<file path="src/rtl/mem_port_arbiter.sv">
// Shares one memory port among fetch, data and host; `define ARB_RR_EN for rotating priority (default host>data>fetch).
// Latency req->ack: MEM_LAT+2 cycles read, 2 cycles write; requesters wait by holding req until their ack.
module mem_port_arbiter #(
    parameter int AW      = 8,
    parameter int DW      = 8,
    parameter int MEM_LAT = 1
) (
    input  logic          clk,
    input  logic          CLB,
    input  logic          f_req,
    input  logic [AW-1:0] f_addr,
    input  logic          d_req,
    input  logic          d_we,
    input  logic [AW-1:0] d_addr,
    input  logic [DW-1:0] d_wdata,
    input  logic          h_req,
    input  logic          h_we,
    input  logic [AW-1:0] h_addr,
    input  logic [DW-1:0] h_wdata,
    output logic          f_gnt,
    output logic          d_gnt,
    output logic          h_gnt,
    output logic          f_ack,
    output logic          d_ack,
    output logic          h_ack,
    output logic [DW-1:0] rdata,
    output logic          mem_en,
    output logic          mem_we,
    output logic [AW-1:0] mem_addr,
    output logic [DW-1:0] mem_wdata,
    input  logic [DW-1:0] mem_rdata,
    output logic          busy,
    output logic [1:0]    owner
);
    typedef enum logic [1:0] {IDLE, ACCESS, WAIT, DONE} state_t;

    localparam logic [1:0] OWN_NONE = 2'd0;
    localparam logic [1:0] OWN_F    = 2'd1;
    localparam logic [1:0] OWN_D    = 2'd2;
    localparam logic [1:0] OWN_H    = 2'd3;
    localparam logic [3:0] LAT_INIT = 4'(MEM_LAT);

    state_t          state_q, state_d;
    logic [1:0]      owner_q, owner_d;
    logic [1:0]      win;
    logic            we_q, we_d;
    logic [AW-1:0]   addr_q, addr_d;
    logic [DW-1:0]   wdata_q, wdata_d;
    logic [3:0]      cnt_q, cnt_d;
    logic [DW-1:0]   rdata_q, rdata_d;
`ifdef ARB_RR_EN
    logic [1:0]      last_q, last_d;
`endif

    // Winner among live requests; rotation starts after the previous winner in order h, d, f.
    always_comb begin
        win = OWN_NONE;
`ifdef ARB_RR_EN
        case (last_q)
            OWN_H: begin
                if (d_req)      win = OWN_D;
                else if (f_req) win = OWN_F;
                else if (h_req) win = OWN_H;
            end
            OWN_D: begin
                if (f_req)      win = OWN_F;
                else if (h_req) win = OWN_H;
                else if (d_req) win = OWN_D;
            end
            default: begin
                if (h_req)      win = OWN_H;
                else if (d_req) win = OWN_D;
                else if (f_req) win = OWN_F;
            end
        endcase
`else
        if (h_req)      win = OWN_H;
        else if (d_req) win = OWN_D;
        else if (f_req) win = OWN_F;
`endif
    end

    always_comb begin
        state_d = state_q;
        owner_d = owner_q;
        we_d    = we_q;
        addr_d  = addr_q;
        wdata_d = wdata_q;
        cnt_d   = cnt_q;
        rdata_d = rdata_q;
`ifdef ARB_RR_EN
        last_d  = last_q;
`endif
        case (state_q)
            IDLE: begin
                if (win != OWN_NONE) begin
                    owner_d = win;
                    state_d = ACCESS;
`ifdef ARB_RR_EN
                    last_d  = win;
`endif
                    case (win)
                        OWN_H: begin
                            we_d    = h_we;
                            addr_d  = h_addr;
                            wdata_d = h_wdata;
                        end
                        OWN_D: begin
                            we_d    = d_we;
                            addr_d  = d_addr;
                            wdata_d = d_wdata;
                        end
                        default: begin
                            we_d    = 1'b0;
                            addr_d  = f_addr;
                            wdata_d = '0;
                        end
                    endcase
                end
            end
            ACCESS: begin
                if (we_q) begin
                    state_d = DONE;
                end else begin
                    cnt_d   = LAT_INIT;
                    state_d = WAIT;
                end
            end
            WAIT: begin
                cnt_d = cnt_q - 4'd1;
                if (cnt_q == 4'd1) begin
                    rdata_d = mem_rdata;
                    state_d = DONE;
                end
            end
            DONE: begin
                owner_d = OWN_NONE;
                state_d = IDLE;
            end
        endcase
    end

    always_ff @(posedge clk or posedge CLB) begin
        if (CLB) begin
            state_q <= IDLE;
            owner_q <= OWN_NONE;
            we_q    <= 1'b0;
            addr_q  <= '0;
            wdata_q <= '0;
            cnt_q   <= '0;
            rdata_q <= '0;
        end else begin
            state_q <= state_d;
            owner_q <= owner_d;
            we_q    <= we_d;
            addr_q  <= addr_d;
            wdata_q <= wdata_d;
            cnt_q   <= cnt_d;
            rdata_q <= rdata_d;
        end
    end

`ifdef ARB_RR_EN
    always_ff @(posedge clk or posedge CLB) begin
        if (CLB) last_q <= OWN_F;
        else     last_q <= last_d;
    end
`endif

    // owner_q is non-zero exactly from ACCESS through DONE, so it also drives the grants.
    assign f_gnt     = (owner_q == OWN_F);
    assign d_gnt     = (owner_q == OWN_D);
    assign h_gnt     = (owner_q == OWN_H);
    assign f_ack     = (state_q == DONE) && (owner_q == OWN_F);
    assign d_ack     = (state_q == DONE) && (owner_q == OWN_D);
    assign h_ack     = (state_q == DONE) && (owner_q == OWN_H);
    assign mem_en    = (state_q == ACCESS);
    assign mem_we    = (state_q == ACCESS) && we_q;
    assign mem_addr  = addr_q;
    assign mem_wdata = wdata_q;
    assign rdata     = rdata_q;
    assign busy      = (state_q != IDLE);
    assign owner     = owner_q;
endmodule

</file>
<file path="config.mk">
export PLATFORM = sky130hd
export DESIGN_NAME = mem_port_arbiter
export DESIGN_NICKNAME = d
export VERILOG_FILES = /design/src/rtl/mem_port_arbiter.sv
export SDC_FILE = /design/constraint.sdc
export NUM_CORES = 1
export LEC_CHECK = 0
export ABC_AREA = 1
export BUFFER_PORTS_ARGS = -buffer_cell sky130_fd_sc_hd__buf_2
export CORE_UTILIZATION = 35
export DETAILED_ROUTE_END_ITERATION = 8
export HOLD_SLACK_MARGIN = 0.05
export PLACE_DENSITY_LB_ADDON = 0.1
export SLEW_MARGIN = 20
export SYNTH_ARGS = -nofsm -noshare
export SYNTH_HDL_FRONTEND = slang
export SYNTH_SLANG_ARGS = --single-unit
</file>
<file path="constraint.sdc">
create_clock -name clk -period 2.1 [get_ports clk]
set_input_delay 0.105 -clock clk [delete_from_list [all_inputs] [get_ports clk]]
set_output_delay 0.105 -clock clk [all_outputs]
set_load 0.1 [all_outputs]
</file>
=== Word-level counts from Yosys, hierarchy flattened ===
Cells that the tools add are included.

* Register bits: 33
* Output and inout bits: 35
* Word-level logic and storage cells: 48

* $add $sub $neg: 1
* Equality and inequality tests: 12
* Muxes and demuxes: 14
* Reductions and logical operators: 14

{| class="wikitable"
|+ Operator list
! cell !! count
|-
| $pmux W8 S2 || 2
|-
| $eq A2 B2 Y1 const B || 6
|-
| $mux W2 || 5
|-
| $reduce_and A2 Y1 || 5
|-
| $pmux W2 S4 || 1
|-
| $pmux W4 S2 || 1
|-
| $reduce_bool A2 Y1 || 4
|-
| $ne A2 B2 Y1 const B || 3
|-
| $eq A2 B1 Y1 const B || 2
|-
| $eq A4 B1 Y1 const B || 1
|-
| $logic_and A1 B1 Y1 || 4
|-
| $mux W4 || 1
|-
| $pmux W2 S2 || 1
|-
| $sub A4 B1 Y4 const B || 1
|-
| $logic_not A2 Y1 || 1
|-
| $mux W1 || 2
|-
| $pmux W1 S2 || 1
|}

=== Logic depth before layout (Yosys ltp) ===
* Depth in word-level cells: 6
* Gate-level depth with buffers: 8
* Gate-level depth less buffers: 8

=== Least setup slack after synthesis ===
Ideal clock, no wire load.

* Path kind: reg-to-output
* Start: reg owner_q[0] (netlist: owner[0])
* End: out f_ack
* Arrival: 3.206 ns
* Data required time: 1.995 ns
* Path slack: -1.211 ns
* Cell stages (with the launch flop): 3
* Path buffers: 0
* Cells stage by stage: dfrtp_1 > inv_1 > nor3_1

* Longest elaborated chain between the ends: 2

{| class="wikitable"
|+ Ends and longest elaborated chain
! item !! line !! text
|-
| start, declared || 44 || <nowiki>logic [1:0] owner_q, owner_d;</nowiki>
|-
| start signal, assigned || 154 || <nowiki>owner_q <= owner_d;</nowiki>
|-
| $eq A2 B1 Y1 || 174 || <nowiki>assign f_ack = (state_q == DONE) && (owner_q == OWN_F);</nowiki>
|-
| $logic_and A1 B1 Y1 || 174 ||
|-
| end, declared || 23 || <nowiki>output logic f_ack,</nowiki>
|}

No other way between the ends.

=== Final worst setup path ===
* Start: reg state_q[0]
* End: out busy

* Longest elaborated chain between the ends: 1

{| class="wikitable"
|+ Ends and longest elaborated chain
! item !! line !! text
|-
| start, declared || 43 || <nowiki>state_t state_q, state_d;</nowiki>
|-
| start signal, assigned || 153 || <nowiki>state_q <= state_d;</nowiki>
|-
| $reduce_bool A2 Y1 || 182 || <nowiki>assign busy = (state_q != IDLE);</nowiki>
|-
| end, declared || 32 || <nowiki>output logic busy,</nowiki>
|}

No other way between the ends.

==> results by group <==
Worst setup path
  • WP data arrival: 1680 ps
  • Worst EP required: approximately 2000 ps
  • Crit-path max FO: 5
  • Crit path kind: reg2out
  • Crit path capture type: output port
  • Reg2reg path depth: 4
  • CP startpoint kind: flop

Floorplanning
  • Die Footprint: 5336 sq um
  • Die H: ~73 um
  • I/O Pins: 90
  • Initial cell density of the core: 0.3692
  • Cell Rows: 25
  • DIE WIDTH: around 73 um
  • Core area: between 4000 and 5000 sq um

Timing
  • Final min period: 1788 ps
  • Final clock skew: between 5 and 6 ps
  • Worst Max-Slew Pin Slew: 652.9 ps
  • Worst slew margin: 0.5643
  • Fmax: about 560 MHz
  • Max-slew violations: 0
  • Setup violations, final: 0
  • Final setup margin: approximately 310 ps
  • Hold Violations, Final: 0
  • RSZ-0062 raised after global routing: no
  • Final worst-path cycle share: 0.8516

Logic synthesis
  • Number of flops mapped to enable cells by yosys: 0
  • Primary FF master, synth: dfrtp_1
  • Average size of a mapped cell: just over 7 sq um
  • Distinct cells, synth: 18
  • Register area share after synthesis: 0.4674
  • Synth warnings: 0
  • Asr flop ratio synth: 1.000
  • Synth Instances: 246
  • Net count after synthesis: between 300 and 400
  • Number of synthesized register bits: 33
  • Syn Std Cell Area: around 1800 sq um

Global route
  • Grt met1 use: 0.2333
  • GR Util met3: 0.04558
  • Antenna violations before repair: 0
  • Total congestion overflow: 0
  • Total Routing Usage GR: 0.1800
  • Vias in the first global route: around 1700
  • First-pass GRT wire length: approximately 7400 um
  • Busiest grt layer: met2
  • Largest net degree at the start of global routing: 34
  • Grt met2 use: 0.2932

Detailed routing
  • DR DRC count: 0
  • Drt wl/cell: 10.44 um
  • Routed Antenna Nets: 0
  • Initial DRC count: 89
  • Via/cell ratio: around 4.4
  • Pre-Repair DR Iteration Count: 4
  • WL final: about 4200 um
  • Via count: roughly 1800

Clock network
  • Cts bufs inserted: 5
  • Root Buffer: clkbuf_8
  • Postcts setup bufs: 0
  • CTS Sinks: 33
  • CTS HTree Levels: 2
  • Clock Path Buffers: 2
  • Clk pin slew, worst setup/hold paths: approximately 60 ps
  • TritonCTS clock tree: done
  • Clock Latency Late Sink: approximately 280 ps

Placed design
  • Place WS: 483.7 ps
  • RePlAce Congestion: approximately 0.77
  • I/O Buffers: just under 90
  • Post-DP HPWL: approximately 3100 um

Worst hold path
  • Hold Crit Class: in2reg
  • Hold-critical path depth: 3

Run status
  • Outcome: finished, final reports clean

Layout
  • Layout area overhead: 34.70%
  • N_diodes: 0
  • Nets: 400
  • Layout cell share with drive strength beyond 1: 0.3127

Flow run
  • Max Cap Viol: 0
==> sequential cells by signal, summed over array words and instances, names as in the netlist <==
name and count:
we_q 1, rdata 8, mem_wdata 8, cnt_q 4
owner 2, state_q 2, mem_addr 8
==> placed cells by master, fill, tap and decap left out, types with 2 or more instances in the layout <==
master / count
o21ai_0: 14
buf_2: 89
dfrtp_1: 33
nand2_1: 130
nor3_2: 2
ha_1: 5
nand3_1: 16
nor2_1: 5
nor2_2: 5
clkbuf_8: 6
inv_1: 24
==> worst paths after layout <==
check / from / slack [ps] / to
max in group asynchronous: CLB / 1330 / we_q
min in group asynchronous: CLB / 470 / owner[1]
hold reg to reg: mem_wdata[2] / 470 / mem_wdata[2]
hold / removal: mem_rdata[4] / 70 / rdata[4]
setup reg to reg: state_q[0] / 480 / rdata[5]
setup / recovery: state_q[0] / 310 / busy
==> worst max-delay path, cell delays in order (launching register included) <==
cell and delay [ps]:
dfrtp_1 410, inv_1 100, ha_1 220, inv_1 190, buf_2 480
==> layer usage <==
| metal | routed length, um | part of all wire |
|---|---|---|
| met1 | 2097 | 0.49 |
| met3 | 223 | 0.053 |
| met5 | 0 | 0 |
| met2 | 1861 | 0.44 |
| met4 | 54 | 0.013 |
==> repair_timing <==
| action | CTS | global route |
|---|---|---|
| endpoints found under the hold margin | 33 | 0 |
| resized for setup | 0 | 0 |
| hold buffers | 1 | 0 |
==> logic make-up (layout without fill, tap and decap cells) <==
logic type,Yosys count,in the layout,synth area share
compound gates,17,17,0.05524
fa+ha+maj,6,6,0.04249
buf+inv,30,123,0.07294
xor+xnor,1,1,0.004958
flops,33,33,0.4674
simple gates,159,159,0.3569
==> final cells by class <==
cell class | count | area, sq um
repair buffers | 91 | 462.9
well taps | 67 | 83.83
flip-flops and latches | 33 | 825.8
multi-input cells | 183 | 827.0
fillers | 499 | 2406
inverters | 25 | 93.84
clock buffers | 7 | 86.33
==> cell usage after synthesis (2+ instances only) <==
library cell / instances / area (sq um)
nand3_1: 16 / 80.08
buf_4: 2 / 15.01
dfrtp_1: 33 / 825.8
nor2_2: 4 / 25.02
ha_1: 6 / 75.07
nor2_1: 6 / 22.52
nand2_1: 130 / 488.0
nor3_1: 3 / 15.01
o21ai_0: 14 / 70.07
inv_1: 24 / 90.09
==> stage by stage <==
stage	hold slack (ps)	util	setup TNS, ps	area [sq um]	instances
after floorplan	233.9	-	-1578	1782	246
after global placement	224.9	0.4771	0	2283	398
after detailed placement	225.2	0.4771	0	2283	398
after CTS	57.16	0.4973	0	2380	406
after global routing	71.16	0.4973	0	2380	406
final	68.08	0.4973	0	2380	406
Power is not shown: default switching activity piles up to over one toggle a cycle in this logic, so the estimate is an artifact.
